==> config.mk <==
export PLATFORM = sky130hd
export DESIGN_NAME = imem_loader
export DESIGN_NICKNAME = d
export VERILOG_FILES = /design/src/rtl/imem_loader.sv
export SDC_FILE = /design/constraint.sdc
export NUM_CORES = 1
export LEC_CHECK = 0
export ABC_AREA = 1
export BUFFER_PORTS_ARGS = -buffer_cell sky130_fd_sc_hd__buf_4
export CAP_MARGIN = 20
export CELL_PAD_IN_SITES_DETAIL_PLACEMENT = 1
export CELL_PAD_IN_SITES_GLOBAL_PLACEMENT = 1
export CORE_MARGIN = 3
export CORE_UTILIZATION = 40
export DETAILED_ROUTE_END_ITERATION = 10
export PLACE_DENSITY_LB_ADDON = 0.1
export SYNTH_ARGS = -nofsm -noshare
export SYNTH_HDL_FRONTEND = slang
export SYNTH_SLANG_ARGS = --single-unit
==> constraint.sdc <==
create_clock -name clk -period 2.17 [get_ports clk]
set_input_delay 0.1085 -clock clk [delete_from_list [all_inputs] [get_ports clk]]
set_output_delay 0.1085 -clock clk [all_outputs]
set_load 0.005 [all_outputs]
==> src/rtl/imem_loader.sv <==
// Boot-time instruction-memory loader: turns a length-prefixed byte stream into
// big-endian 32-bit words written from address 0, holding the core in reset until complete.
module imem_loader #(
    parameter int unsigned ADDR_W = 6
) (
    input  logic              clk,
    input  logic              rst,
    input  logic [7:0]        rx_data,
    input  logic              rx_valid,
    output logic              rx_ready,
    output logic              imem_we,
    output logic [ADDR_W-1:0] imem_addr,
    output logic [31:0]       imem_wdata,
    output logic              cpu_rst,
    output logic              done,
    output logic              err
);

    localparam int unsigned CAP = 1 << ADDR_W;

    typedef enum logic [2:0] {
        HDR_HI,
        HDR_LO,
        LOAD,
        DONE,
        ERR
    } state_t;

    state_t            state, state_nx;
    logic              accept;
    logic [7:0]        len_hi;
    logic [15:0]       len;
    logic [15:0]       hdr_len;
    logic              too_long;
    logic              last_byte;
    logic [23:0]       asm_q;
    logic [1:0]        byte_idx;
    logic [ADDR_W:0]   word_cnt;

    always_comb begin
        rx_ready  = (state == HDR_HI) || (state == HDR_LO) || (state == LOAD);
        accept    = rx_valid && rx_ready;
        hdr_len   = {len_hi, rx_data};
        too_long  = 32'(hdr_len) > CAP;
        // word_cnt is one bit wider than the address so a full-capacity load never wraps
        last_byte = (byte_idx == 2'd3) && ((32'(word_cnt) + 32'd1) == 32'(len));
    end

    always_ff @(posedge clk) begin
        if (rst) state <= HDR_HI;
        else     state <= state_nx;
    end

    always_comb begin
        state_nx = state;
        case (state)
            HDR_HI: if (accept) state_nx = HDR_LO;
            HDR_LO: begin
                if (accept) begin
                    if (hdr_len == 16'd0) state_nx = DONE;
                    else if (too_long)    state_nx = ERR;
                    else                  state_nx = LOAD;
                end
            end
            LOAD:    if (accept && last_byte) state_nx = DONE;
            DONE:    state_nx = DONE;
            ERR:     state_nx = ERR;
            default: state_nx = HDR_HI;
        endcase
    end

    always_ff @(posedge clk) begin
        if (rst) begin
            imem_we    <= 1'b0;
            imem_addr  <= '0;
            imem_wdata <= '0;
            cpu_rst    <= 1'b1;
            done       <= 1'b0;
            err        <= 1'b0;
            len_hi     <= '0;
            len        <= '0;
            asm_q      <= '0;
            byte_idx   <= '0;
            word_cnt   <= '0;
        end else begin
            imem_we <= 1'b0;
            if (accept) begin
                case (state)
                    HDR_HI: len_hi <= rx_data;
                    HDR_LO: len    <= hdr_len;
                    LOAD: begin
                        asm_q    <= {asm_q[15:0], rx_data};
                        byte_idx <= byte_idx + 2'd1;
                        if (byte_idx == 2'd3) begin
                            imem_we    <= 1'b1;
                            imem_addr  <= word_cnt[ADDR_W-1:0];
                            imem_wdata <= {asm_q, rx_data};
                            word_cnt   <= word_cnt + (ADDR_W+1)'(1);
                        end
                    end
                    default: ;
                endcase
            end
            // An empty program releases the core straight from the header; otherwise one cycle after the last write
            if ((state == DONE) || ((state == HDR_LO) && accept && (hdr_len == 16'd0))) begin
                done    <= 1'b1;
                cpu_rst <= 1'b0;
            end
            if (state_nx == ERR) err <= 1'b1;
        end
    end

endmodule

=== Word level (Yosys, flattened, before mapping) ===
Index checks and enable logic that the tools add are counted.

* Output and inout port bits: 43
* Register bits: 102
* Bits of input ports: 11
* Word-level logic and storage cells: 47

* Add/sub/neg operators: 3
* Equal/unequal tests: 7
* Bitwise gates (word level): 2
* Reduce and logical (&&, ||, !) cells: 15
* Mux-type cells: 7
* $lt $le $gt $ge: 1

{| class="wikitable"
|+ Operators by type and width
! kind !! number
|-
| 8-bit by 16-bit equality test with 1-bit output || 1
|-
| 16-bit by 7-bit > comparator with 1-bit output, second input constant || 1
|-
| 16-bit logical NOT || 1
|-
| 3-bit two-way mux || 5
|-
| 3-bit case mux with 5 select lines || 1
|-
| 7-bit by 1-bit adder with 8-bit output, second input constant || 1
|-
| 7-bit by 1-bit adder with 7-bit output, second input constant || 1
|-
| 3-bit by 2-bit equality test with 1-bit output, second input constant || 2
|-
| 3-bit equality test, second input constant || 2
|-
| 2-bit AND reduction || 3
|-
| 1-bit logical AND || 5
|-
| 3-bit by 1-bit equality test with 1-bit output, second input constant || 1
|-
| 3-bit logical NOT || 1
|-
| 1-bit logical OR || 3
|-
| 3-bit AND reduction || 1
|-
| 3-bit OR reduction || 1
|-
| 2-bit by 1-bit adder with 2-bit output, second input constant || 1
|-
| 2-bit equality test, second input constant || 1
|-
| 1-bit inverter || 2
|-
| 1-bit two-way mux || 1
|}

=== Logic depth before layout (Yosys ltp) ===
* Word-level depth: 8
* Depth in mapped cells: 11
* Mapped depth without buffers: 11

=== Least setup slack after synthesis ===
OpenSTA, ideal clock, no wires.

* Kind: register -> register
* From: register word_cnt[0]
* To: register state[0]
* Data required time: 2.045 ns
* Stages on the path, launching flop included: 9
* Slack: 0.722 ns
* Data arrival time: 1.323 ns
* Path buffers: 0
* Path through: dfxtp_1 > ha_1 > nand3_1 > o21ai_0 > nand3_1 > nand2_1 > nor2_1 > nand3_1 > a21oi_1

* Cells in the longest elaborated chain, start to end: 6

{| class="wikitable"
|+ Ends and longest elaborated chain
! what !! line !! source
|-
| start: declaration || 38 || <nowiki>logic [ADDR_W:0] word_cnt;</nowiki>
|-
| start signal: assignment || 98 || <nowiki>word_cnt <= word_cnt + (ADDR_W+1)'(1);</nowiki>
|-
| 7-bit by 1-bit adder with 8-bit output || 46 || <nowiki>last_byte = (byte_idx == 2'd3) && ((32'(word_cnt) + 32'd1) == 32'(len));</nowiki>
|-
| 8-bit by 16-bit equality test with 1-bit output || 46 ||
|-
| 1-bit logical AND || 46 ||
|-
| 1-bit logical AND || 65 || <nowiki>LOAD: if (accept && last_byte) state_nx = DONE;</nowiki>
|-
| 3-bit two-way mux || 65 ||
|-
| 3-bit case mux with 5 select lines || 56 || <nowiki>case (state)</nowiki>
|-
| end signal: assignment || 51 || <nowiki>else state <= state_nx;</nowiki>
|-
| end: declaration || 29 || <nowiki>state_t state, state_nx;</nowiki>
|}

No other way between the ends.
A chain may end at the register's enable or synchronous reset.

=== Worst setup path after layout ===
Same ends and word-level chain as after synthesis.

==> impl_metrics.ini <==
[outcome]
status = complete, no violations

[clock_network]
cts_tree = yes
htreeDepth = 3
cts-resized-gates = 0
cts.hold.buffers_added = 1
root_buffer = clkbuf_8
cts_buffers = 9
clk_latency_ns = 0.36
cts.path.max_buffers = 2
clkTransAtPathRegs_ns = 0.11
cts_setup_buffers = 0
clock-sinks = 102

[worst_setup_path]
start_kind = flop
critPathRequiredTime_ns = 2.46
crit_type = reg -> reg
cp.arrival_ns = 2.23
end_kind = flop
critPathMaxFanout = 7

[synth]
ys_seq_area_share_pct = 51.9
synthesis.instances = 508
synth_cell_types = 30
synth_top_cell_area_share_pct = 51.9
synth_nets = 521
synth_top_cell_by_area = dfxtp_1
synthesis.area_um2 = 3940
synthTopCellsByArea = dfxtp_1 (52%), o21ai_0 (9.7%), nor2_1 (7.6%)
syn_avg_cell_area_um2 = 7.75
yosysWarnings = 0
ys_ff_latch = 102

[power_and_ir_drop]
powerDensity_nw_per_um2 = 715
irDropWorstVdd_mv = 0.295
leakagePower_nw = 2.07

[placement]
hpwl_um = 7490
dpl_cell_area_um2 = 4440
place.gp.congestion = 0.832
portBuffers = 53

[sta]
period_minus_slack_ns = 1.94
final_hold_viol_count = 0
maxSlewHeadroom_pct = 63.8
finClkSkew_ns = 0.0143
fin_tns_setup_ns = 0
worstMarginPinSlew_ns = 0.541
fmax_mhz = 516
holdWs_ns = 0.0343
slew_violations = 0
rsz0062_at_grt = false
min_period_over_period_pct = 89.3
setup_viol = 0

[grt]
gr-total-overflow = 0
grt_max_degree = 32
grt_use_met2_pct = 31.0
grt_usage_pct = 19.8
grt_pass1_vias = 3572
grt_use_met3_pct = 2.63
top_usage_layer = met2
grt_pass1_wl_um = 18000
antenna_found_initial = 0
gr-usage-met1_pct = 28.6

[min_path]
min_path_type = in -> reg

[floorplan]
die_h_um = 105
core-area_um2 = 9420
die_area_um2 = 11100
placementRows = 35
die_x_um = 105
io_pins = 54
start_util_pct = 41.8

[layout]
mostFrequentLayoutCells = dfxtp_1 (102), nor2_1 (80), o21ai_0 (76), nand2_1 (70), buf_4 (62)
fin_nets = 568
antennaDiodeCount = 0
fillerInstances = 1211
layout_commonest_cell = dfxtp_1
area_growth_pct = 17.7
drive_above_1_share_pct = 16.1
design_area_um2 = 4640

[routing]
detail-route-antenna-nets = 0
first_iter_violations = 129
drt_wl_total_um = 10400
wl_per_cell_um = 15.2
vias = 3505
drt_first_pass_iters = 4
drc_errors = 0
vias_per_cell = 5.09

[run]
drv_cap = 0
==> kinds of logic after synthesis <==
logic type / Yosys count / share of synthesized area (%)
XOR/XNOR: 1 / 0.222
buffers and inverters: 69 / 7.69
flip-flops: 102 / 51.9
AND/OR/NAND/NOR: 206 / 23.0
AO/OA/AOI/OAI: 128 / 16.6
adder cells (fa/ha/maj): 2 / 0.635
==> stage by stage <==
step	setup slack, ns	utilization [%]	power [mW]	cells
5_1_grt	0.0671	49.2	3.46	689
3_5_place_dp	0.333	47.1	2.19	672
2_1_floorplan	0.722	-	2.11	508
3_3_place_gp	0.398	47.1	2.18	672
6_report	0.232	49.2	3.31	689
4_1_cts	0.247	49.2	3.34	689
==> where the power goes <==
| group | internal [mW] | switching, mW | total, mW | leakage, nW |
|---|---|---|---|---|
| logic | 0.0720 | 0.141 | 0.213 | 1.14 |
| registers | 1.91 | 0.0228 | 1.94 | 0.825 |
| clock network | 0.475 | 0.691 | 1.17 | 0.0979 |
==> path summary, 6_finish.rpt <==
check	startpoint	end	slack (ns)	depth (start not counted)
worst max-delay path	word_cnt[0]	state[0]	0.23	7
worst min-delay path	rst	state[1]	0.03	2
worst max register to register	word_cnt[0]	state[0]	0.23	7
worst min register to register	asm_q[2]	imem_wdata[10]	0.48	2
==> layer usage <==
layer	share of wire, %	wire length, µm	vias up
met3	2.8	294	12
li1	-	-	1758
met4	1.2	121	0
met5	0	0	-
met2	44	4620	57
met1	52	5420	1678
==> synthesized netlist by cell type, drive strengths merged <==
master	count
nand2	71
dfxtp	102
xor2	1
a211oi	1
nand4	5
a21oi	41
nand3	39
nor2b	1
clkbuf	10
nor3	4
nor2	84
buf	18
inv	41
and2	1
nand3b	1
a31oi	1
o21bai	2
ha	2
o21ai	83
==> critical path, cell delays in order, from the launching register on <==
cell,delay (ns)
dfxtp_1,0.48
ha_1,0.29
nand3_1,0.16
o21ai_0,0.35
a21oi_1,0.11
nor2_1,0.13
nand3_1,0.16
a21oi_1,0.19
==> sequential cells by signal, indices dropped and copies added (netlist names), 2 cells and up <==
register and flops:
asm_q 24, byte_idx 2, imem_addr 6, imem_wdata 32
len 16, len_hi 8, state 3, word_cnt 7
==> area by class of cell <==
| type | count | area [µm²] | area share, % |
|---|---|---|---|
| Clock inverter | 5 | 48.8 | 1.05 |
| Inverter | 41 | 154 | 3.32 |
| Sequential cell | 102 | 2040 | 44.0 |
| Clock buffer | 11 | 141 | 3.05 |
| Timing Repair Buffer | 64 | 495 | 10.7 |
| Tap cell | 129 | 161 | 3.48 |
| Multi-Input combinational cell | 337 | 1590 | 34.4 |
Power figures use the tool's default switching activity.
